## src/rtl/tl_ul_a_arbiter_2to1.sv

```systemverilog
// Two-requester TileLink-UL A-channel arbiter: round-robin grant held across stalls,
// source widened by a requester-id bit that steers D responses back to their owner.
module tl_ul_a_arbiter_2to1 #(
    parameter int MAX_INFLIGHT = 2
) (
    input  logic        clock,
    input  logic        reset,

    input  logic        in0_a_valid,
    output logic        in0_a_ready,
    input  logic [2:0]  in0_a_opcode,
    input  logic [2:0]  in0_a_param,
    input  logic [3:0]  in0_a_size,
    input  logic        in0_a_source,
    input  logic [31:0] in0_a_address,
    input  logic [3:0]  in0_a_mask,
    input  logic [31:0] in0_a_data,

    input  logic        in1_a_valid,
    output logic        in1_a_ready,
    input  logic [2:0]  in1_a_opcode,
    input  logic [2:0]  in1_a_param,
    input  logic [3:0]  in1_a_size,
    input  logic        in1_a_source,
    input  logic [31:0] in1_a_address,
    input  logic [3:0]  in1_a_mask,
    input  logic [31:0] in1_a_data,

    output logic        in0_d_valid,
    input  logic        in0_d_ready,
    output logic [2:0]  in0_d_opcode,
    output logic [3:0]  in0_d_size,
    output logic        in0_d_source,
    output logic        in0_d_denied,
    output logic [31:0] in0_d_data,

    output logic        in1_d_valid,
    input  logic        in1_d_ready,
    output logic [2:0]  in1_d_opcode,
    output logic [3:0]  in1_d_size,
    output logic        in1_d_source,
    output logic        in1_d_denied,
    output logic [31:0] in1_d_data,

    output logic        out_a_valid,
    input  logic        out_a_ready,
    output logic [2:0]  out_a_opcode,
    output logic [2:0]  out_a_param,
    output logic [3:0]  out_a_size,
    output logic [1:0]  out_a_source,
    output logic [31:0] out_a_address,
    output logic [3:0]  out_a_mask,
    output logic [31:0] out_a_data,

    input  logic        out_d_valid,
    output logic        out_d_ready,
    input  logic [2:0]  out_d_opcode,
    input  logic [3:0]  out_d_size,
    input  logic [1:0]  out_d_source,
    input  logic        out_d_denied,
    input  logic [31:0] out_d_data,

    output logic        err_unexpected_d
);

    localparam int CW = $clog2(MAX_INFLIGHT + 1);
    localparam logic [CW-1:0] CNT_MAX = CW'(MAX_INFLIGHT);
    localparam logic [CW-1:0] CNT_ONE = CW'(1);

    logic [CW-1:0] cnt0_q, cnt0_d, cnt1_q, cnt1_d;
    logic          rr_ptr_q, rr_ptr_d;
    logic          lock_q, lock_d;
    logic          lock_id_q, lock_id_d;
    logic          err_q, err_d;

    logic elig0, elig1, grant_id, a_fire, d_id, d_fire;
    logic inc0, inc1, dec0, dec1;

    // A-side grant and mux; a locked grant ignores eligibility so a stalled beat keeps its source.
    always_comb begin
        elig0 = in0_a_valid && (cnt0_q < CNT_MAX);
        elig1 = in1_a_valid && (cnt1_q < CNT_MAX);

        if (lock_q) begin
            grant_id = lock_id_q;
        end else if (elig0 && elig1) begin
            grant_id = rr_ptr_q;
        end else begin
            grant_id = elig1;
        end

        out_a_valid   = grant_id ? elig1 : elig0;
        a_fire        = out_a_valid && out_a_ready;
        in0_a_ready   = !grant_id && out_a_ready && (cnt0_q < CNT_MAX);
        in1_a_ready   =  grant_id && out_a_ready && (cnt1_q < CNT_MAX);

        out_a_opcode  = grant_id ? in1_a_opcode  : in0_a_opcode;
        out_a_param   = grant_id ? in1_a_param   : in0_a_param;
        out_a_size    = grant_id ? in1_a_size    : in0_a_size;
        out_a_source  = {grant_id, grant_id ? in1_a_source : in0_a_source};
        out_a_address = grant_id ? in1_a_address : in0_a_address;
        out_a_mask    = grant_id ? in1_a_mask    : in0_a_mask;
        out_a_data    = grant_id ? in1_a_data    : in0_a_data;
    end

    // D-side steering by the requester-id bit of the widened source.
    always_comb begin
        d_id         = out_d_source[1];
        in0_d_valid  = out_d_valid && !d_id;
        in1_d_valid  = out_d_valid &&  d_id;
        out_d_ready  = d_id ? in1_d_ready : in0_d_ready;
        d_fire       = out_d_valid && out_d_ready;

        in0_d_opcode = out_d_opcode;
        in0_d_size   = out_d_size;
        in0_d_source = out_d_source[0];
        in0_d_denied = out_d_denied;
        in0_d_data   = out_d_data;
        in1_d_opcode = out_d_opcode;
        in1_d_size   = out_d_size;
        in1_d_source = out_d_source[0];
        in1_d_denied = out_d_denied;
        in1_d_data   = out_d_data;
    end

    // Inflight counters saturate at both ends; a response to an idle requester is flagged, not counted.
    always_comb begin
        inc0      = a_fire && !grant_id;
        inc1      = a_fire &&  grant_id;
        dec0      = d_fire && !d_id;
        dec1      = d_fire &&  d_id;

        cnt0_d    = cnt0_q;
        cnt1_d    = cnt1_q;
        err_d     = err_q;
        rr_ptr_d  = rr_ptr_q;
        lock_d    = lock_q;
        lock_id_d = lock_id_q;

        if (inc0 && !dec0 && (cnt0_q != CNT_MAX)) begin
            cnt0_d = cnt0_q + CNT_ONE;
        end else if (dec0 && !inc0) begin
            if (cnt0_q == '0) begin
                err_d = 1'b1;
            end else begin
                cnt0_d = cnt0_q - CNT_ONE;
            end
        end

        if (inc1 && !dec1 && (cnt1_q != CNT_MAX)) begin
            cnt1_d = cnt1_q + CNT_ONE;
        end else if (dec1 && !inc1) begin
            if (cnt1_q == '0) begin
                err_d = 1'b1;
            end else begin
                cnt1_d = cnt1_q - CNT_ONE;
            end
        end

        if (a_fire) begin
            rr_ptr_d = ~grant_id;
            lock_d   = 1'b0;
        end else if (out_a_valid) begin
            lock_d    = 1'b1;
            lock_id_d = grant_id;
        end
    end

    always_ff @(posedge clock) begin
        if (reset) begin
            cnt0_q    <= '0;
            cnt1_q    <= '0;
            rr_ptr_q  <= 1'b0;
            lock_q    <= 1'b0;
            lock_id_q <= 1'b0;
            err_q     <= 1'b0;
        end else begin
            cnt0_q    <= cnt0_d;
            cnt1_q    <= cnt1_d;
            rr_ptr_q  <= rr_ptr_d;
            lock_q    <= lock_d;
            lock_id_q <= lock_id_d;
            err_q     <= err_d;
        end
    end

    assign err_unexpected_d = err_q;

endmodule
```

## config.mk

```make
export PLATFORM = sky130hd
export DESIGN_NAME = tl_ul_a_arbiter_2to1
export DESIGN_NICKNAME = d
export VERILOG_FILES = /design/src/rtl/tl_ul_a_arbiter_2to1.sv
export SDC_FILE = /design/constraint.sdc
export NUM_CORES = 1
export LEC_CHECK = 0
export BUFFER_PORTS_ARGS = -buffer_cell sky130_fd_sc_hd__clkbuf_2
export CORE_AREA = 2 2 148 150
export CTS_BUF_LIST = sky130_fd_sc_hd__clkbuf_4 sky130_fd_sc_hd__clkbuf_8
export DETAILED_ROUTE_END_ITERATION = 10
export DIE_AREA = 0 0 150 152
export GPL_ROUTABILITY_DRIVEN = 0
export MAX_ROUTING_LAYER = met4
export PLACE_DENSITY_LB_ADDON = 0.3
export SYNTH_ARGS = -nofsm -noshare
export SYNTH_HDL_FRONTEND = slang
export SYNTH_SLANG_ARGS = --single-unit
```

## constraint.sdc

```tcl
create_clock -name clock -period 6.75 [get_ports clock]
set_clock_uncertainty 0.15 [all_clocks]
set_input_delay 1.6875 -clock clock [delete_from_list [all_inputs] [get_ports clock]]
set_output_delay 1.6875 -clock clock [all_outputs]
set_load 0.1 [all_outputs]
```

* Word-level counts from Yosys, hierarchy flattened *
Index checks and enable logic that the tools add are counted.

operators by class
  add/sub/neg operators = 4
  multiplexer cells = 23
  reduce and logical (&&, ||, !) cells = 35
  eq/ne operators = 4
  bitwise gates (word level) = 2
  $lt $le $gt $ge = 2

operators by type and width
  kind                   count
  $mux W32               2
  $logic_and A1 B1 Y1    21
  $mux W2                6
  $mux W1                11
  $mux W4                2
  $ne A2 B2 Y1 const B   4
  $logic_not A1 Y1       6
  $mux W3                2
  $reduce_and A2 Y1      3
  $add A2 B1 Y2 const B  2
  $logic_not A2 Y1       2
  $lt A2 B2 Y1 const B   2
  $reduce_bool A2 Y1     2
  $sub A2 B1 Y2 const B  2
  $not A1 Y1             2
  $reduce_or A2 Y1       1

storage, ports and cells
  bits in registers = 8
  input bits = 208
  word-level logic and storage cells = 76

* Depth between registers and ports, before layout *
Gate-level depths: netlist (run 1).

  word-level depth = 15
  gate-level depth with buffers = 6
  gate-level depth less buffers = 4

* Least setup slack after synthesis (run 1) *
No wires, ideal clock.

  path kind = input to output
  start = input in0_a_valid
  end = output in1_a_ready
  data arrival time = 4856 ps
  slack = 57 ps
  stages on the path = 5
  cells stage by stage = or2b_4 -> nor2_1 -> o31ai_4 -> buf_6 -> nor3b_1

between the ends
  cells in the longest elaborated chain, start to end = 6

ends and longest elaborated chain
  what                               RTL line  source
  start: declaration                 9         input logic in0_a_valid,
  $logic_and A1 B1 Y1                81        elig0 = in0_a_valid && (cnt0_q < CNT_MAX);
  $logic_and A1 B1 Y1                86        end else if (elig0 && elig1) begin
  $mux W1                            86
  $mux W1                            84        if (lock_q) begin
  net grant_id                       76        logic elig0, elig1, grant_id, a_fire, d_id, d_fire;
  $logic_and A1 B1 Y1 (2 in series)  95        in1_a_ready = grant_id && out_a_ready && (cnt1_q < CNT_MAX);
  end: declaration                   20        output logic in1_a_ready,

The timed path passes the listed nets, and every way through them passes these cells.

* Worst setup path after layout (run 1) *
  start = input in0_a_valid
  end = output out_a_data[19]

between the ends
  cells in the longest elaborated chain, start to end = 5

ends and longest elaborated chain
  what                 RTL line  source
  $logic_and A1 B1 Y1  81
  $logic_and A1 B1 Y1  86
  $mux W1              86
  $mux W1              84
  $mux W32             103       out_a_data = grant_id ? in1_a_data : in0_a_data;
  end: declaration     53        output logic [31:0] out_a_data,

No other way between the ends.

==> results of run 1 <==
power groups by stage:
stage,sequential (W),combinational (W),clock (W)
2_1_floorplan,0.0000576,0.000719,0
3_3_place_gp,0.0000564,0.000592,0
3_5_place_dp,0.0000562,0.000591,0
4_1_cts,0.0000553,0.000592,0.0000605
5_1_grt,0.0000560,0.000609,0.0000612
6_report,0.0000555,0.000590,0.0000578
cells in the mapped netlist, drive strengths merged (2+ instances only):
cell      n  share of area [%]
nor3      6                1.3
nand2     2               0.34
xnor2     2               0.79
inv       5               0.84
dfxtp     8                7.2
mux2     80                 42
a2111oi   2                1.1
nor2      5               0.84
a21oi     5                1.1
nand3b    2               0.67
and2      2               0.56
nor3b     2               0.67
nor2b     4                1.1
o21ai     6                1.3
nand3     3               0.67
buf      93                 33
critical path, delay by kind of cell:
kind	cells	cell delay, ns
compound gates	1	0.24
mux	1	0.41
buf+inv	3	1.02
simple gates	2	0.28
cell families (layout without fill, tap and decap cells):
logic type	count (synthesis)	count (layout)	synth area share, %
AOI/OAI and AO/OA	20	20	6.686
xor gates and xnor gates	2	2	0.7867
buffers and inverters	99	263	33.88
DFF	8	8	7.191
muxes	81	81	42.58
other	0	1	0
and+or+nand+nor	33	33	8.876
stage by stage:
| stage | hold WS, ns | setup WS [ns] | power (W) |
|---|---|---|---|
| 2_1_floorplan | 0.3406 | 0.05673 | 0.0007766 |
| 3_3_place_gp | 0.3131 | 1.196 | 0.0006487 |
| 3_5_place_dp | 0.3116 | 1.203 | 0.0006470 |
| 4_1_cts | 0.3279 | 1.196 | 0.0007083 |
| 5_1_grt | 0.3371 | 1.122 | 0.0007265 |
| 6_report | 0.3282 | 1.197 | 0.0007033 |
routing by layer:
metal | up-vias | global-route usage (%) | share of wire, %
li1 | 1100 | - | -
met1 | 1029 | 10.07 | 44
met2 | 152 | 11.61 | 44
met3 | 4 | 2.342 | 12
met4 | 0 | 0.9883 | 0.28
met5 | - | - | 0
cell usage in the layout, fill, tap and decap left out:
cell type / instances
a2111oi_0: 1
a2111oi_2: 1
a211o_1: 1
a21o_1: 1
a21oi_1: 5
a22oi_1: 1
a31oi_1: 1
a32o_1: 1
a32oi_1: 1
and2_1: 2
and3b_1: 1
buf_4: 2
clkbuf_2: 253
clkbuf_8: 3
dfxtp_1: 8
diode_2: 1
inv_1: 5
mux2_1: 4
mux2_2: 66
mux2_4: 10
mux2i_1: 1
nand2_1: 2
nand2b_1: 1
nand3_1: 3
nand3b_1: 2
nor2_1: 5
nor2b_1: 4
nor3_1: 6
nor3b_1: 2
nor4_1: 1
nor4b_1: 1
nor4bb_1: 1
o21ai_0: 6
o31ai_4: 1
or2b_4: 1
or4_1: 1
xnor2_1: 2
final cells by class:
type                       count  area, sq um  area share (%)
timing repair buffer         255         1281           40.46
sequential                     8        160.2           5.057
multi-input combinational    136         1313           41.45
inverter                       5        18.77          0.5927
antenna                        1        2.502         0.07902
clock buffer                   3        41.29           1.304
tap                          280        350.3           11.06
how the worst max path moves through the flow:
| stage | startpoint | endpoint | slack [ns] | depth (start not counted) |
|---|---|---|---|---|
| after floorplan | in0_a_valid | in1_a_ready | 0.06 | 5 |
| after global placement | in0_a_valid | out_a_address[24] | 1.20 | 7 |
| after detailed placement | in0_a_valid | out_a_address[24] | 1.20 | 7 |
| after CTS | in0_a_valid | out_a_address[30] | 1.20 | 7 |
| after global routing | in0_a_valid | out_a_address[24] | 1.12 | 7 |
| final | in0_a_valid | out_a_data[19] | 1.20 | 7 |
flip-flops by register name, summed over array words and instances (netlist names):
name and cells:
cnt0_q 2, lock_id_q 1, err_unexpected_d 1, lock_q 1, rr_ptr_q 1, cnt1_q 2
==> flow_metrics.py, run 1 <==
metrics = {
    "cts": {
        "cts_tree": "done",
        "insertion_delay_ns": 0.23,
        "clk_pin_slew_worst_paths_ns": 0.04,
        "cts_inserted_buffers": 3,
        "clockBufferDepth": 2,
        "cts_setup_buffers": 0,
        "h-tree-depth": 1,
        "clkSinkCount": 8,
        "cts_resized": 0,
        "cts-root-buf": "clkbuf_8",
        "holdBufCountCts": 0,
    },
    "critical_path": {
        "cp.required_ns": 4.91,
        "r2r-end": "err_unexpected_d$_SDFF_PP0_",
        "r2r_start": "lock_q$_SDFFE_PP0N_",
        "rrSetupSlack_ns": 4.86,
        "slowest_stage": "buf_4",
        "startpoint_type": "input pin",
        "max_stage_delay_ns": 0.55,
        "cpMostUsedCell": "clkbuf_2",
        "crit_type": "in2out",
        "end_kind": "output pin",
        "crit_chain": "clkbuf_2 -> or2b_4 -> nor2_1 -> o31ai_4 -> buf_4 -> mux2_2 -> clkbuf_2",
        "arrival_ns": 3.72,
        "crit_fanout": 50,
        "rr_worst_depth": 4,
    },
    "power_and_ir_drop": {
        "p_int_w": 0.0002157,
        "clkPwrFrac_pct": 8.2,
        "switching_share_pct": 69.33,
        "power.density_mw_per_mm2": 222.1,
        "p_leak_nw": 1.617,
        "power_frac_seq_pct": 7.9,
        "p_comb_share_pct": 83.9,
        "p_sw_w": 0.0004876,
        "ir_worst_vdd_v": 0.0001077,
    },
    "sta": {
        "rsz0062_at_grt": "false",
        "final_hold_viol_count": 0,
        "drv_slew": 0,
        "final.period_utilization_pct": 82.26,
        "max_clock_freq_mhz": 180.1,
        "slew-limit-headroom_pct": 54.99,
        "setup_viol_count_final": 0,
        "tns_ns": 0,
        "worst_pin_slew_ns": 0.6752,
        "fin_crit_ns": 5.553,
    },
    "yosys": {
        "synth_edf_count": 0,
        "synth_ff_type": "dfxtp_1",
        "ys_types": 36,
        "netlist_instances": 243,
        "syn_area_sq_mm": 0.002227,
        "yosysWarningCount": 0,
        "yosysSeqAreaShare_pct": 7.191,
        "synth-seq-cells": 8,
        "synthArstFlopShare_pct": 0,
        "syn_area_per_cell_sq_um": 9.165,
        "synth.net_count": 451,
    },
    "outcome": {
        "outcome": "complete, no violations",
    },
    "grt": {
        "grt_max_degree": 51,
        "grt_overflow_total": 0,
        "grt_usage_pct": 7.589,
        "antenna_found_initial": 1,
        "grt_pass1_wl_mm": 12.93,
        "grt_pass1_vias": 2167,
    },
    "detailed_routing": {
        "avgViaCountPerCell": 3.321,
        "drt_wl_total_mm": 9.595,
        "drc_errors": 0,
        "ant_nets": 0,
        "drtPass1Iterations": 4,
        "via_count": 2285,
        "wl_per_cell_microns": 13.95,
        "drtIter0Drc": 125,
    },
    "floorplan": {
        "io_pins": 377,
        "rows": 54,
        "start_util_pct": 10.43,
        "fp.dieW_microns": 150,
        "core_sq_mm": 0.02135,
        "die_h_microns": 152,
        "dieArea_sq_mm": 0.02280,
    },
    "run": {
        "maxCapViolCount": 0,
    },
    "worst_hold_path": {
        "hp-start": "err_unexpected_d$_SDFF_PP0_",
        "min_to": "err_unexpected_d$_SDFF_PP0_",
        "hold_depth": 2,
        "min_path_type": "reg2reg",
    },
    "finish": {
        "final_util_pct": 14.83,
        "syn2layout_area_growth_pct": 42.19,
        "fin_nets": 617,
        "fin_area_sq_mm": 0.003167,
        "n_fill_cell": 2487,
        "stdcell_count": 688,
        "drive_above_1_share_pct": 82.80,
    },
    "placed_design": {
        "io_buffers": 253,
        "dp_hpwl_mm": 8.574,
        "dpl.cell_count": 684,
        "placed_cell_area_sq_mm": 0.003123,
    },
}
(Power assumes the default switching activity.)
==> run 2: changes to the inputs <==
==> constraint.sdc (replaced) <==
create_clock -name clock -period 4.45 [get_ports clock]
set_clock_uncertainty 0.15 [all_clocks]
set_input_delay 1.1125 -clock clock [delete_from_list [all_inputs] [get_ports clock]]
set_output_delay 1.1125 -clock clock [all_outputs]
set_load 0.1 [all_outputs]
==> run 2 against run 1 <==
  * Final cell count grew 0.29%
  * Register-to-register slack lost 2.4 ns
  * Non-clock buffer count grew 1
  * Power grew 76%
  * Sequential share of layout area shrank 0.91 points
==> flow_metrics.py, run 2 (synthesis results as in run 1) <==
metrics = {
    "detailed_routing": {
        "drt_wl_total_mm": 11.90,
        "drtPass1Iterations": 4,
        "wl_per_cell_microns": 17.24,
        "drc_errors": 0,
        "avgViaCountPerCell": 3.314,
        "drtIter0Drc": 92,
        "ant_nets": 0,
        "via_count": 2287,
    },
    "cts": {
        "clk_pin_slew_worst_paths_ns": 0.04,
        "cts_resized": 0,
        "clockBufferDepth": 2,
        "clkSinkCount": 8,
        "cts_tree": "done",
        "insertion_delay_ns": 0.23,
        "cts_setup_buffers": 0,
        "cts_inserted_buffers": 3,
        "h-tree-depth": 1,
        "cts-root-buf": "clkbuf_8",
        "holdBufCountCts": 0,
    },
    "power_and_ir_drop": {
        "clkPwrFrac_pct": 7.1,
        "p_comb_share_pct": 86.1,
        "switching_share_pct": 62.97,
        "power_frac_seq_pct": 6.8,
        "ir_worst_vdd_v": 0.00009552,
        "p_leak_nw": 1.857,
        "p_sw_w": 0.0007796,
        "p_int_w": 0.0004585,
        "power.density_mw_per_mm2": 320.8,
    },
    "worst_hold_path": {
        "min_to": "err_unexpected_d$_SDFF_PP0_",
        "hold_depth": 2,
        "min_path_type": "reg2reg",
        "hp-start": "err_unexpected_d$_SDFF_PP0_",
    },
    "finish": {
        "layout.cells.most_common": "clkbuf_2",
        "fin_area_sq_mm": 0.003860,
        "layout_common_cells": "clkbuf_2 (204), mux2_2 (66), buf_12 (44)",
        "syn2layout_area_growth_pct": 73.31,
        "stdcell_count": 690,
        "final_util_pct": 18.08,
        "reg_top3": "cnt0_q x2, cnt1_q x2",
        "layout.area.seq_sq_um": 160.2,
        "fin_nets": 618,
        "n_fill_cell": 2396,
        "drive_above_1_share_pct": 83.33,
        "multi_input_area_sq_mm": 0.001323,
    },
    "grt": {
        "grt_pass1_vias": 2216,
        "grt_pass1_wl_mm": 15.95,
        "grt_overflow_total": 0,
        "grt_max_degree": 63,
        "antenna_found_initial": 2,
        "grt_usage_pct": 9.854,
    },
    "critical_path": {
        "r2r_start": "lock_q$_SDFFE_PP0N_",
        "arrival_ns": 2.89,
        "rrSetupSlack_ns": 2.49,
        "crit_fanout": 62,
        "cp.required_ns": 3.19,
        "r2r-end": "err_unexpected_d$_SDFF_PP0_",
        "rr_worst_depth": 4,
        "startpoint_type": "input pin",
        "crit_type": "in2out",
        "end_kind": "output pin",
    },
    "floorplan": {
        "rows": 54,
        "core_sq_mm": 0.02135,
        "dieArea_sq_mm": 0.02280,
        "fp.dieW_microns": 150,
        "start_util_pct": 10.43,
        "io_pins": 377,
        "die_h_microns": 152,
    },
    "sta": {
        "rsz0062_at_grt": "false",
        "worst_pin_slew_ns": 0.6203,
        "drv_slew": 0,
        "setup_ws_ns": 0.3002,
        "final.period_utilization_pct": 93.25,
        "max_clock_freq_mhz": 241.0,
        "final_hold_viol_count": 0,
        "setup_viol_count_final": 0,
        "hold_ws_ns": 0.3642,
        "fin_crit_ns": 4.150,
        "slew-limit-headroom_pct": 58.56,
    },
    "outcome": {
        "outcome": "complete, no violations",
    },
    "placed_design": {
        "dp_hpwl_mm": 10.70,
        "placed_cell_area_sq_mm": 0.003814,
        "dpl.cell_count": 685,
        "io_buffers": 253,
        "dp_slack_ns": 0.2670,
    },
    "run": {
        "maxCapViolCount": 0,
    },
}
-- run 2: cell count changes in the layout (fill, tap and decap cells not counted) --
cell      change
buf_12       +44
buf_4         +6
clkbuf_2     -49
diode_2       +1
nor3_1        -1
nor3_2        +1
nor3b_1       -1
nor3b_2       +1
-- run 2: how the worst max path moves through the flow --
stage / start / to / slack [ns] / cells past startpoint
floorplan: in0_a_valid / in1_a_ready / -0.11 / 5
global placement: in0_a_valid / out_a_mask[2] / 0.27 / 8
detailed placement: in0_a_valid / out_a_mask[2] / 0.27 / 8
CTS: in0_a_valid / out_a_mask[2] / 0.27 / 8
global route: in0_a_valid / out_a_mask[2] / 0.21 / 8
finish: in0_a_valid / out_a_size[0] / 0.30 / 7
-- run 2: metrics by stage --
stage,setup TNS [ns],total power [W]
floorplan,-0.1077,0.001179
global placement,0,0.001161
detailed placement,0,0.001156
CTS,0,0.001251
global route,0,0.001274
finish,0,0.001238
-- run 2: routing by layer --
layer	up-vias	part of all wire, %	GRT usage (%)
li1	1105	-	-
met2	164	46	15.83
met3	6	12	3.213
met1	1012	42	12.46
met4	0	0.34	0.9883
met5	-	0	-
-- run 2: power by group through the flow --
| stage | clock [W] | combinational (W) | sequential [W] |
|---|---|---|---|
| 2_1_floorplan | 0 | 0.00109 | 0.0000874 |
| 5_1_grt | 0.0000935 | 0.00110 | 0.0000849 |
| 3_5_place_dp | 0 | 0.00107 | 0.0000850 |
| 4_1_cts | 0.0000917 | 0.00108 | 0.0000838 |
| 3_3_place_gp | 0 | 0.00108 | 0.0000853 |
| 6_report | 0.0000882 | 0.00107 | 0.0000841 |
-- run 2: worst max-delay path: stages --
cell      delay [ns]
clkbuf_2        0.10
or2b_4          0.21
nor2_1          0.06
o31ai_4         0.26
buf_12          0.31
mux2_2          0.40
clkbuf_2        0.37
-- run 2: final cells by class --
type / count / area share (%)
Antenna cell: 2 / 0.1297
Clock buffer: 3 / 1.070
Inverter: 5 / 0.4862
Multi-Input combinational cell: 136 / 34.26
Sequential cell: 8 / 4.149
Tap cell: 280 / 9.076
Timing Repair Buffer: 256 / 50.83
==> run 3: changes to the inputs <==
--- a/config.mk
+++ b/config.mk
@@ -6,10 +6,12 @@
 export NUM_CORES = 1
 export LEC_CHECK = 0
 export BUFFER_PORTS_ARGS = -buffer_cell sky130_fd_sc_hd__clkbuf_2
-export CORE_AREA = 2 2 148 150
+export CELL_PAD_IN_SITES_DETAIL_PLACEMENT = 1
+export CELL_PAD_IN_SITES_GLOBAL_PLACEMENT = 1
+export CORE_AREA = 2 2 145 147
 export CTS_BUF_LIST = sky130_fd_sc_hd__clkbuf_4 sky130_fd_sc_hd__clkbuf_8
 export DETAILED_ROUTE_END_ITERATION = 10
-export DIE_AREA = 0 0 150 152
+export DIE_AREA = 0 0 147 149
 export GPL_ROUTABILITY_DRIVEN = 0
 export MAX_ROUTING_LAYER = met4
 export PLACE_DENSITY_LB_ADDON = 0.3
==> run 3 against run 2 <==
  * Sequential power about the same
  * Wire length is 24% lower
  * Non-clock buffer count decreased by 1
  * Maximum frequency down 0.24%
  * Critical path depth unchanged
  * Clock-buffer cell count stayed put
  * Critical endpoint is now out_a_data[20]
  * Die area decreased by 3.9%
  * Register-to-register slack hardly changed
  * First-iteration DRC count shrank 57%
==> flow_metrics.py, run 3 (synthesis results as in run 1) <==
metrics = {
    "sta": {
        "tns_ns": 0,
        "drv_slew": 0,
        "fin_crit_ns": 4.160,
        "setup_viol_count_final": 0,
        "max_clock_freq_mhz": 240.4,
        "slew-limit-headroom_pct": 57.05,
        "final_hold_viol_count": 0,
        "hold_ws_ns": 0.3203,
        "final.period_utilization_pct": 93.48,
        "worst_pin_slew_ns": 0.6430,
        "rsz0062_at_grt": "false",
    },
    "placed_design": {
        "placed_cell_area_sq_mm": 0.003772,
        "io_buffers": 253,
        "dpl.cell_count": 679,
        "dp_hpwl_mm": 8.021,
    },
    "finish": {
        "n_fill_cell": 2450,
        "syn2layout_area_growth_pct": 71.24,
        "reg_top3": "cnt0_q x2, cnt1_q x2",
        "antenna-diode-count": 0,
        "layout_common_cells": "clkbuf_2 (210), mux2_2 (66), buf_12 (43)",
        "drive_above_1_share_pct": 83.29,
        "layout.cells.most_common": "clkbuf_2",
        "stdcell_count": 682,
        "multi_input_area_sq_mm": 0.001323,
        "fin_area_sq_mm": 0.003814,
        "layout.area.seq_sq_um": 160.2,
        "fin_nets": 617,
    },
    "detailed_routing": {
        "drt_wl_total_mm": 9.083,
        "wl_per_cell_microns": 13.32,
        "drtPass1Iterations": 4,
        "ant_nets": 0,
        "avgViaCountPerCell": 3.383,
        "drtIter0Drc": 40,
        "drc_errors": 0,
        "via_count": 2307,
    },
    "cts": {
        "holdBufCountCts": 0,
        "cts_tree": "done",
        "clkSinkCount": 8,
        "h-tree-depth": 1,
        "cts_inserted_buffers": 3,
        "cts_resized": 0,
        "cts-root-buf": "clkbuf_8",
        "clockBufferDepth": 2,
        "insertion_delay_ns": 0.22,
        "cts_setup_buffers": 0,
        "clk_pin_slew_worst_paths_ns": 0.04,
    },
    "floorplan": {
        "start_util_pct": 10.83,
        "io_pins": 377,
        "core_sq_mm": 0.02056,
        "die_h_microns": 149,
        "dieArea_sq_mm": 0.02190,
        "fp.dieW_microns": 147,
        "rows": 53,
    },
    "critical_path": {
        "end_kind": "output pin",
        "slowest_stage": "mux2_2",
        "crit_fanout": 41,
        "crit_chain": "clkbuf_2 -> or2b_4 -> nor2_1 -> o31ai_4 -> buf_12 -> mux2_2 -> clkbuf_2",
        "crit_type": "in2out",
        "startpoint_type": "input pin",
        "cp.required_ns": 3.19,
        "arrival_ns": 2.90,
        "cpMostUsedCell": "clkbuf_2",
        "max_stage_delay_ns": 0.38,
    },
    "grt": {
        "grt_overflow_total": 0,
        "antenna_found_initial": 0,
        "grt_max_degree": 42,
        "grt_pass1_wl_mm": 13.40,
        "grt_pass1_vias": 2497,
        "grt_usage_pct": 7.661,
    },
    "power_and_ir_drop": {
        "ir_worst_vdd_v": 0.00009273,
        "power.density_mw_per_mm2": 317.7,
        "p_leak_nw": 1.845,
    },
    "outcome": {
        "outcome": "complete, no violations",
    },
    "worst_hold_path": {
        "min_path_type": "reg2reg",
    },
    "run": {
        "maxCapViolCount": 0,
    },
}
==> run 3: changes by cell type in the layout (fill, tap and decap cells not counted) <==
cell      delta
buf_4        -6
diode_2      -2
buf_12       -1
clkbuf_2     +6
==> run 3: layout make-up <==
class / instances / share of cell area, %
Clock buffer: 3 / 1.083
Inverter: 5 / 0.4921
Multi-Input combinational cell: 136 / 34.68
Sequential cell: 8 / 4.199
Tap cell: 275 / 9.022
Timing Repair Buffer: 255 / 50.52
==> run 3: per-stage QoR <==
stage	setup WS, ns	utilization, %	power, W
2_1_floorplan	-0.1077	-	0.001179
3_3_place_gp	0.3143	18.35	0.001125
3_5_place_dp	0.2854	18.35	0.001131
4_1_cts	0.2839	18.55	0.001222
5_1_grt	0.2285	18.55	0.001252
6_report	0.2902	18.55	0.001212
==> run 3: final timing paths <==
| kind | startpoint | endpoint | slack, ns | cells past startpoint |
|---|---|---|---|---|
| max | in0_a_valid | out_a_data[20] | 0.29 | 7 |
| min | err_unexpected_d$_SDFF_PP0_ | err_unexpected_d$_SDFF_PP0_ | 0.32 | 2 |
| max reg2reg | lock_q$_SDFFE_PP0N_ | err_unexpected_d$_SDFF_PP0_ | 2.49 | 4 |
| min reg2reg | err_unexpected_d$_SDFF_PP0_ | err_unexpected_d$_SDFF_PP0_ | 0.32 | 2 |
==> run 3: metal layers <==
metal	share of wire (%)	track usage [%]
met4	0.12	0.8654
met3	10	2.385
met2	46	12.44
met5	0	-
met1	43	9.697
==> run 3: critical path, delay by kind of cell <==
kind	cells	cell delay, ns
mux	1	0.38
compound gates	1	0.33
simple gates	2	0.28
buf+inv	3	0.76
==> run 3: where the power goes <==
part           internal [W]  switching (W)
logic              0.000317       0.000723
clock network     0.0000586      0.0000283
registers         0.0000767     0.00000750
